### src/rtl/rvh_l1d_pkg.sv
// Shared L1D widths and the packed load-writeback entry carried through the writeback queue.
package rvh_l1d_pkg;

  localparam int ROB_TAG_WIDTH  = 4;
  localparam int PREG_TAG_WIDTH = 6;
  localparam int XLEN           = 64;
  localparam int PTW_ID_WIDTH   = 1;

  typedef struct packed {
    logic [ROB_TAG_WIDTH-1:0]  rob_tag;
    logic [PREG_TAG_WIDTH-1:0] prd;
    logic [XLEN-1:0]           data;
    logic                      from_mlfb;
  } ld_wb_entry_t;

  localparam int LD_WB_ENTRY_WIDTH = $bits(ld_wb_entry_t);

endpackage

### src/rtl/sync_fifo.sv
// Single-clock FIFO with natural-wrap pointers and an occupancy counter; head is read from storage.
module sync_fifo #(
  parameter  int WIDTH = 8,
  parameter  int DEPTH = 4,
  localparam int AW    = $clog2(DEPTH),
  localparam int CW    = AW + 1
) (
  input  logic             clk,
  input  logic             rst,
  input  logic             push,
  input  logic [WIDTH-1:0] push_data,
  output logic             push_fire,
  input  logic             pop,
  output logic [WIDTH-1:0] head,
  output logic [CW-1:0]    count
);

  localparam logic [CW-1:0] FULL_CNT = CW'(DEPTH);

  logic [WIDTH-1:0] mem [DEPTH];
  logic [AW-1:0]    wr_ptr;
  logic [AW-1:0]    rd_ptr;
  logic             pop_fire;

  // A full FIFO still takes a push when the head leaves in the same cycle.
  assign pop_fire  = pop & (count != '0);
  assign push_fire = push & ((count != FULL_CNT) | pop_fire);
  assign head      = mem[rd_ptr];

  always_ff @(posedge clk or posedge rst) begin
    if (rst) begin
      for (int i = 0; i < DEPTH; i++) mem[i] <= '0;
    end else if (push_fire) begin
      mem[wr_ptr] <= push_data;
    end
  end

  always_ff @(posedge clk or posedge rst) begin
    if (rst) begin
      wr_ptr <= '0;
      rd_ptr <= '0;
      count  <= '0;
    end else begin
      if (push_fire) wr_ptr <= wr_ptr + AW'(1);
      if (pop_fire)  rd_ptr <= rd_ptr + AW'(1);
      case ({push_fire, pop_fire})
        2'b10:   count <= count + CW'(1);
        2'b01:   count <= count - CW'(1);
        default: count <= count;
      endcase
    end
  end

endmodule

### src/rtl/rvh_l1d_ld_wb_queue.sv
// Load writeback queue: buffers load writebacks in order for the ROB/PRF port and holds one PTW response.
module rvh_l1d_ld_wb_queue
  import rvh_l1d_pkg::*;
#(
  parameter  int DEPTH       = 4,
  parameter  int STALL_SLACK = 2,
  localparam int CW          = $clog2(DEPTH) + 1
) (
  input  logic                      clk,
  input  logic                      rst,
  input  logic                      in_wb_vld_i,
  input  logic [ROB_TAG_WIDTH-1:0]  in_rob_tag_i,
  input  logic [PREG_TAG_WIDTH-1:0] in_prf_tag_i,
  input  logic [XLEN-1:0]           in_prf_data_i,
  input  logic                      in_from_mlfb_i,
  input  logic                      in_ptw_vld_i,
  input  logic [PTW_ID_WIDTH-1:0]   in_ptw_id_i,
  input  logic [XLEN-1:0]           in_ptw_pte_i,
  output logic                      out_wb_vld_o,
  input  logic                      out_wb_rdy_i,
  output logic [ROB_TAG_WIDTH-1:0]  out_rob_tag_o,
  output logic [PREG_TAG_WIDTH-1:0] out_prf_tag_o,
  output logic [XLEN-1:0]           out_prf_data_o,
  output logic                      out_from_mlfb_o,
  output logic                      ptw_walk_vld_o,
  input  logic                      ptw_walk_rdy_i,
  output logic [PTW_ID_WIDTH-1:0]   ptw_walk_id_o,
  output logic [XLEN-1:0]           ptw_walk_pte_o,
  output logic                      ld_stall_o,
  output logic [CW-1:0]             count_o,
  output logic                      overflow_o
);

  localparam logic [CW-1:0] STALL_CNT = CW'(DEPTH - STALL_SLACK);

  // Handshakes: a transfer happens at the rising edge where vld and rdy are both high; a
  // producer holds vld and its fields steady until then, and rdy never depends on vld.
  ld_wb_entry_t in_entry;
  ld_wb_entry_t head_entry;
  logic         wb_deq;
  logic         wb_push_fire;
  logic         wb_drop;
  logic         ptw_load;
  logic         ptw_drop;

  assign in_entry = '{rob_tag: in_rob_tag_i, prd: in_prf_tag_i,
                      data: in_prf_data_i, from_mlfb: in_from_mlfb_i};

  sync_fifo #(
    .WIDTH (LD_WB_ENTRY_WIDTH),
    .DEPTH (DEPTH)
  ) u_wb_fifo (
    .clk       (clk),
    .rst       (rst),
    .push      (in_wb_vld_i),
    .push_data (in_entry),
    .push_fire (wb_push_fire),
    .pop       (wb_deq),
    .head      (head_entry),
    .count     (count_o)
  );

  assign out_wb_vld_o    = (count_o != '0);
  assign wb_deq          = out_wb_vld_o & out_wb_rdy_i;
  assign wb_drop         = in_wb_vld_i & ~wb_push_fire;
  assign out_rob_tag_o   = head_entry.rob_tag;
  assign out_prf_tag_o   = head_entry.prd;
  assign out_prf_data_o  = head_entry.data;
  assign out_from_mlfb_o = head_entry.from_mlfb;

  // The PTW holding register refills in the same cycle it drains.
  assign ptw_load = in_ptw_vld_i & (~ptw_walk_vld_o | ptw_walk_rdy_i);
  assign ptw_drop = in_ptw_vld_i & ptw_walk_vld_o & ~ptw_walk_rdy_i;

  always_ff @(posedge clk or posedge rst) begin
    if (rst) begin
      ptw_walk_vld_o <= 1'b0;
      ptw_walk_id_o  <= '0;
      ptw_walk_pte_o <= '0;
    end else if (ptw_load) begin
      ptw_walk_vld_o <= 1'b1;
      ptw_walk_id_o  <= in_ptw_id_i;
      ptw_walk_pte_o <= in_ptw_pte_i;
    end else if (ptw_walk_rdy_i) begin
      ptw_walk_vld_o <= 1'b0;
    end
  end

  always_ff @(posedge clk or posedge rst) begin
    if (rst) overflow_o <= 1'b0;
    else if (wb_drop | ptw_drop) overflow_o <= 1'b1;
  end

  assign ld_stall_o = (count_o >= STALL_CNT) | ptw_walk_vld_o;

endmodule

### config.mk
export PLATFORM = sky130hd
export DESIGN_NAME = rvh_l1d_ld_wb_queue
export DESIGN_NICKNAME = d
export VERILOG_FILES = /design/src/rtl/rvh_l1d_pkg.sv /design/src/rtl/sync_fifo.sv /design/src/rtl/rvh_l1d_ld_wb_queue.sv
export SDC_FILE = /design/constraint.sdc
export NUM_CORES = 1
export LEC_CHECK = 0
export ABC_AREA = 0
export BUFFER_PORTS_ARGS = -buffer_cell sky130_fd_sc_hd__clkbuf_2
export CORE_MARGIN = 10
export CORE_UTILIZATION = 54
export DETAILED_ROUTE_END_ITERATION = 7
export GPL_TIMING_DRIVEN = 0
export PLACE_DENSITY = 0.89
export SETUP_SLACK_MARGIN = 0.15
export SYNTH_ARGS = -nofsm -noshare
export SYNTH_HDL_FRONTEND = slang
export SYNTH_SLANG_ARGS = --single-unit
export TNS_END_PERCENT = 1
### constraint.sdc
create_clock -name clk -period 15.4 [get_ports clk]
set_clock_uncertainty 0.1 [all_clocks]
set_input_delay 1.54 -clock clk [delete_from_list [all_inputs] [get_ports clk]]
set_output_delay 1.54 -clock clk [all_outputs]
set_load 0.005 [all_outputs]
==> flow_summary.toml <==
[grt]
grt_pass1_vias = 10640
grt_overflow = 0
antenna_found_initial = 0
grt_max_degree = 111
grt_pass1_wl_mm = 60.86
gr-usage-all-layers = 0.2123

[cells_and_area]
final_layout_size_suffix_gt1_frac = 0.6675
fillers = 1965
final_cells = 1660
layout_common_cells = "374 x dfrtp_1, 366 x mux2_2, 292 x clkbuf_2"
nNetsFinal = 1400
register_area_um2 = 9359
multi_input_area_um2 = 6077
synthToLayoutAreaGrowth_pct = 21.34
layout_commonest_cell = "dfrtp_1"

[die]
ios = 293
std_cell_rows = 62
die_area_um2 = 36650
die_w_um = 191.4
coreArea_um2 = 28860
dieHeight_um = 191.4
initial_core_util = 0.5499

[placed_design]
dpl.cell_count = 1590
io_buffers = 292
place.gp.congestion = 0.7390
dp_hpwl_mm = 27.34
place_ws_ps = 11380

[timing]
min_period_ps = 4464
rsz0062_at_grt = "false"
setup_ws_ps = 10940
fin_crit_sh = 0.2898
maxClockFrequency_mhz = 224.0
tightest_slew_ps = 760.7
slew_viol_final = 0
hold_violations = 0
report.final.setup_viol = 0
maxSlewHeadroom = 0.4929

[setup_path]
arrival_ps = 2820
cp.required_ps = 13760
cp-end-kind = "primary output"
r2r_cells = 8
r2r-start = "u_wb_fifo.count[0]$_DFFE_PP0P_"
rrSetupSlack_ps = 12910
critPathMaxFanout = 10
crit_type = "flip-flop to primary output"
worst_setup_path_start_kind = "flip-flop"
reg2reg_to = "u_wb_fifo.count[2]$_DFFE_PP0P_"

[clocking]
post_cts_buffers = 0
clock_latency_ps = 510
cts_buffers = 40
cts_tree = "done"
htree_num_levels = 2
cts_max_path_buffers = 3
clock_sinks = 374
cts_resized = 0
clk_pin_slew_ps = 60
clockRootBuffer = "clkbuf_16"
holdBufCountCts = 0

[synthesis]
synth_fa_ha_area_frac = 0.005203
ys_warn_count = 0
synthMuxAreaShare = 0.3668
synthCells = 911
ys_ff_latch = 374
avgSynthCellArea_um2 = 17.42
syn_area_um2 = 15870
synthArstFlopShare = 1.000
synth_compound_area_frac = 0.001183
synth_edf_count = 0
ys.flop_type = "dfrtp_1"
ys_seq_area_frac = 0.5897
synthXorXnorAreaFrac = 0.003311
synth_cell_types = 21
syn-num-nets = 1063
synth_simple_gate_area_frac = 0.006465
synth_top_family_by_area = "multiplexers"

[pwr]
switching_share = 0.3001
pwr-share-clk = 0.230
seqPwrFrac = 0.390
irDropWorstVdd_mv = 0.1353
switching_power_uw = 1277
power_density_nw_per_um2 = 221.0
p_total_uw = 4256
combPwrFrac = 0.380
cellLeakagePower_uw = 0.008631
internal_power_uw = 2979

[detailed_routing]
drt-wirelength-per-cell_um = 23.36
postRouteWirelength_mm = 38.78
drc_errors = 0
vias = 9236
drt_iter0_drc = 378
antenna_left = 0
vias_per_cell = 5.564
dr.pass1.iters = 4

[hold_path]
holdCritPathClass = "flip-flop to flip-flop"
hold_end = "u_wb_fifo.mem[193]$_DFFE_PP0P_"
holdPathStages = 1
hold_path.startpoint = "u_wb_fifo.mem[193]$_DFFE_PP0P_"

[job]
max-cap-violations = 0

[outcome]
status = "finished, final reports clean"
critical path, cell delays in order, from the launching register on:
cell,delay [ps]
dfrtp_1,320
clkbuf_1,330
clkbuf_1,630
buf_2,480
mux4_2,410
clkbuf_2,140
layer usage:
| metal | global-route usage | part of all wire | up-vias |
|---|---|---|---|
| li1 | - | - | 4043 |
| met1 | 0.2562 | 0.40 | 4855 |
| met2 | 0.3676 | 0.51 | 290 |
| met3 | 0.06487 | 0.075 | 48 |
| met4 | 0.04688 | 0.015 | 0 |
| met5 | 0 | 0 | - |
logic make-up after synthesis:
group           count (synthesis)
buf+inv                        63
flops                         374
fa+ha+maj                       6
simple gates                   18
compound gates                  2
xor+xnor                        6
mux                           442
stage by stage:
step	hold slack (ps)	util	area (um^2)	setup TNS (ps)
2_1_floorplan	372.3	-	15870	0
3_5_place_dp	390.1	0.6204	17900	0
5_1_grt	407.6	0.6672	19250	0
6_report	398.7	0.6673	19260	0
4_1_cts	403.0	0.6672	19250	0
3_3_place_gp	383.1	0.6172	17810	-7341
synthesized netlist by cell type (all sizes together), types with 2 or more instances:
cell,instances,share of area
buf,50,0.024
clkbuf,7,0.0017
dfrtp,374,0.59
ha,5,0.0039
inv,6,0.0014
mux2,366,0.26
mux4,75,0.11
nand2,6,0.0014
nand2b,3,0.0012
nor2,5,0.0012
or3,2,0.00079
xnor2,3,0.0017
xor2,3,0.0017
power by group through the flow:
stage | registers (uW) | clock network (uW) | logic (uW)
3_3_place_gp | 1630 | 0 | 1590
3_5_place_dp | 1670 | 0 | 1640
6_report | 1660 | 978 | 1620
5_1_grt | 1710 | 1040 | 1750
4_1_cts | 1660 | 994 | 1660
2_1_floorplan | 1590 | 0 | 1110
worst max path at each step:
stage,slack (ps),cells after the start,start,end
final,10940,5,u_wb_fifo.rd_ptr[0]$_DFFE_PP0P_,out_prf_tag_o[5]
after global routing,10770,5,u_wb_fifo.rd_ptr[0]$_DFFE_PP0P_,out_prf_tag_o[5]
after CTS,10830,5,u_wb_fifo.rd_ptr[0]$_DFFE_PP0P_,out_prf_tag_o[5]
after detailed placement,11380,5,u_wb_fifo.rd_ptr[0]$_DFFE_PP0P_,out_prf_tag_o[5]
after global placement,-50,2,rst,ptw_walk_pte_o[31]$_DFFE_PP0P_
after floorplan,3370,1,rst,overflow_o$_DFFE_PP0P_
cell type report:
cell class | count | share of cell area
clock buffer | 57 | 0.06159
inverter | 6 | 0.001559
buffer | 57 | 0.02138
clock inverter | 12 | 0.008641
multi-input combinational | 474 | 0.3156
sequential | 374 | 0.4860
timing repair buffer | 295 | 0.08018
tap | 384 | 0.02495
antenna | 1 | 0.0001299
state kept, by name (all words and copies together) (netlist names):
signal / count
u_wb_fifo.rd_ptr: 2
u_wb_fifo.wr_ptr: 2
u_wb_fifo.count: 3
ptw_walk_id_o: 1
u_wb_fifo.mem: 300
ptw_walk_vld_o: 1
overflow_o: 1
ptw_walk_pte_o: 64
Power figures use the tool's default switching activity.
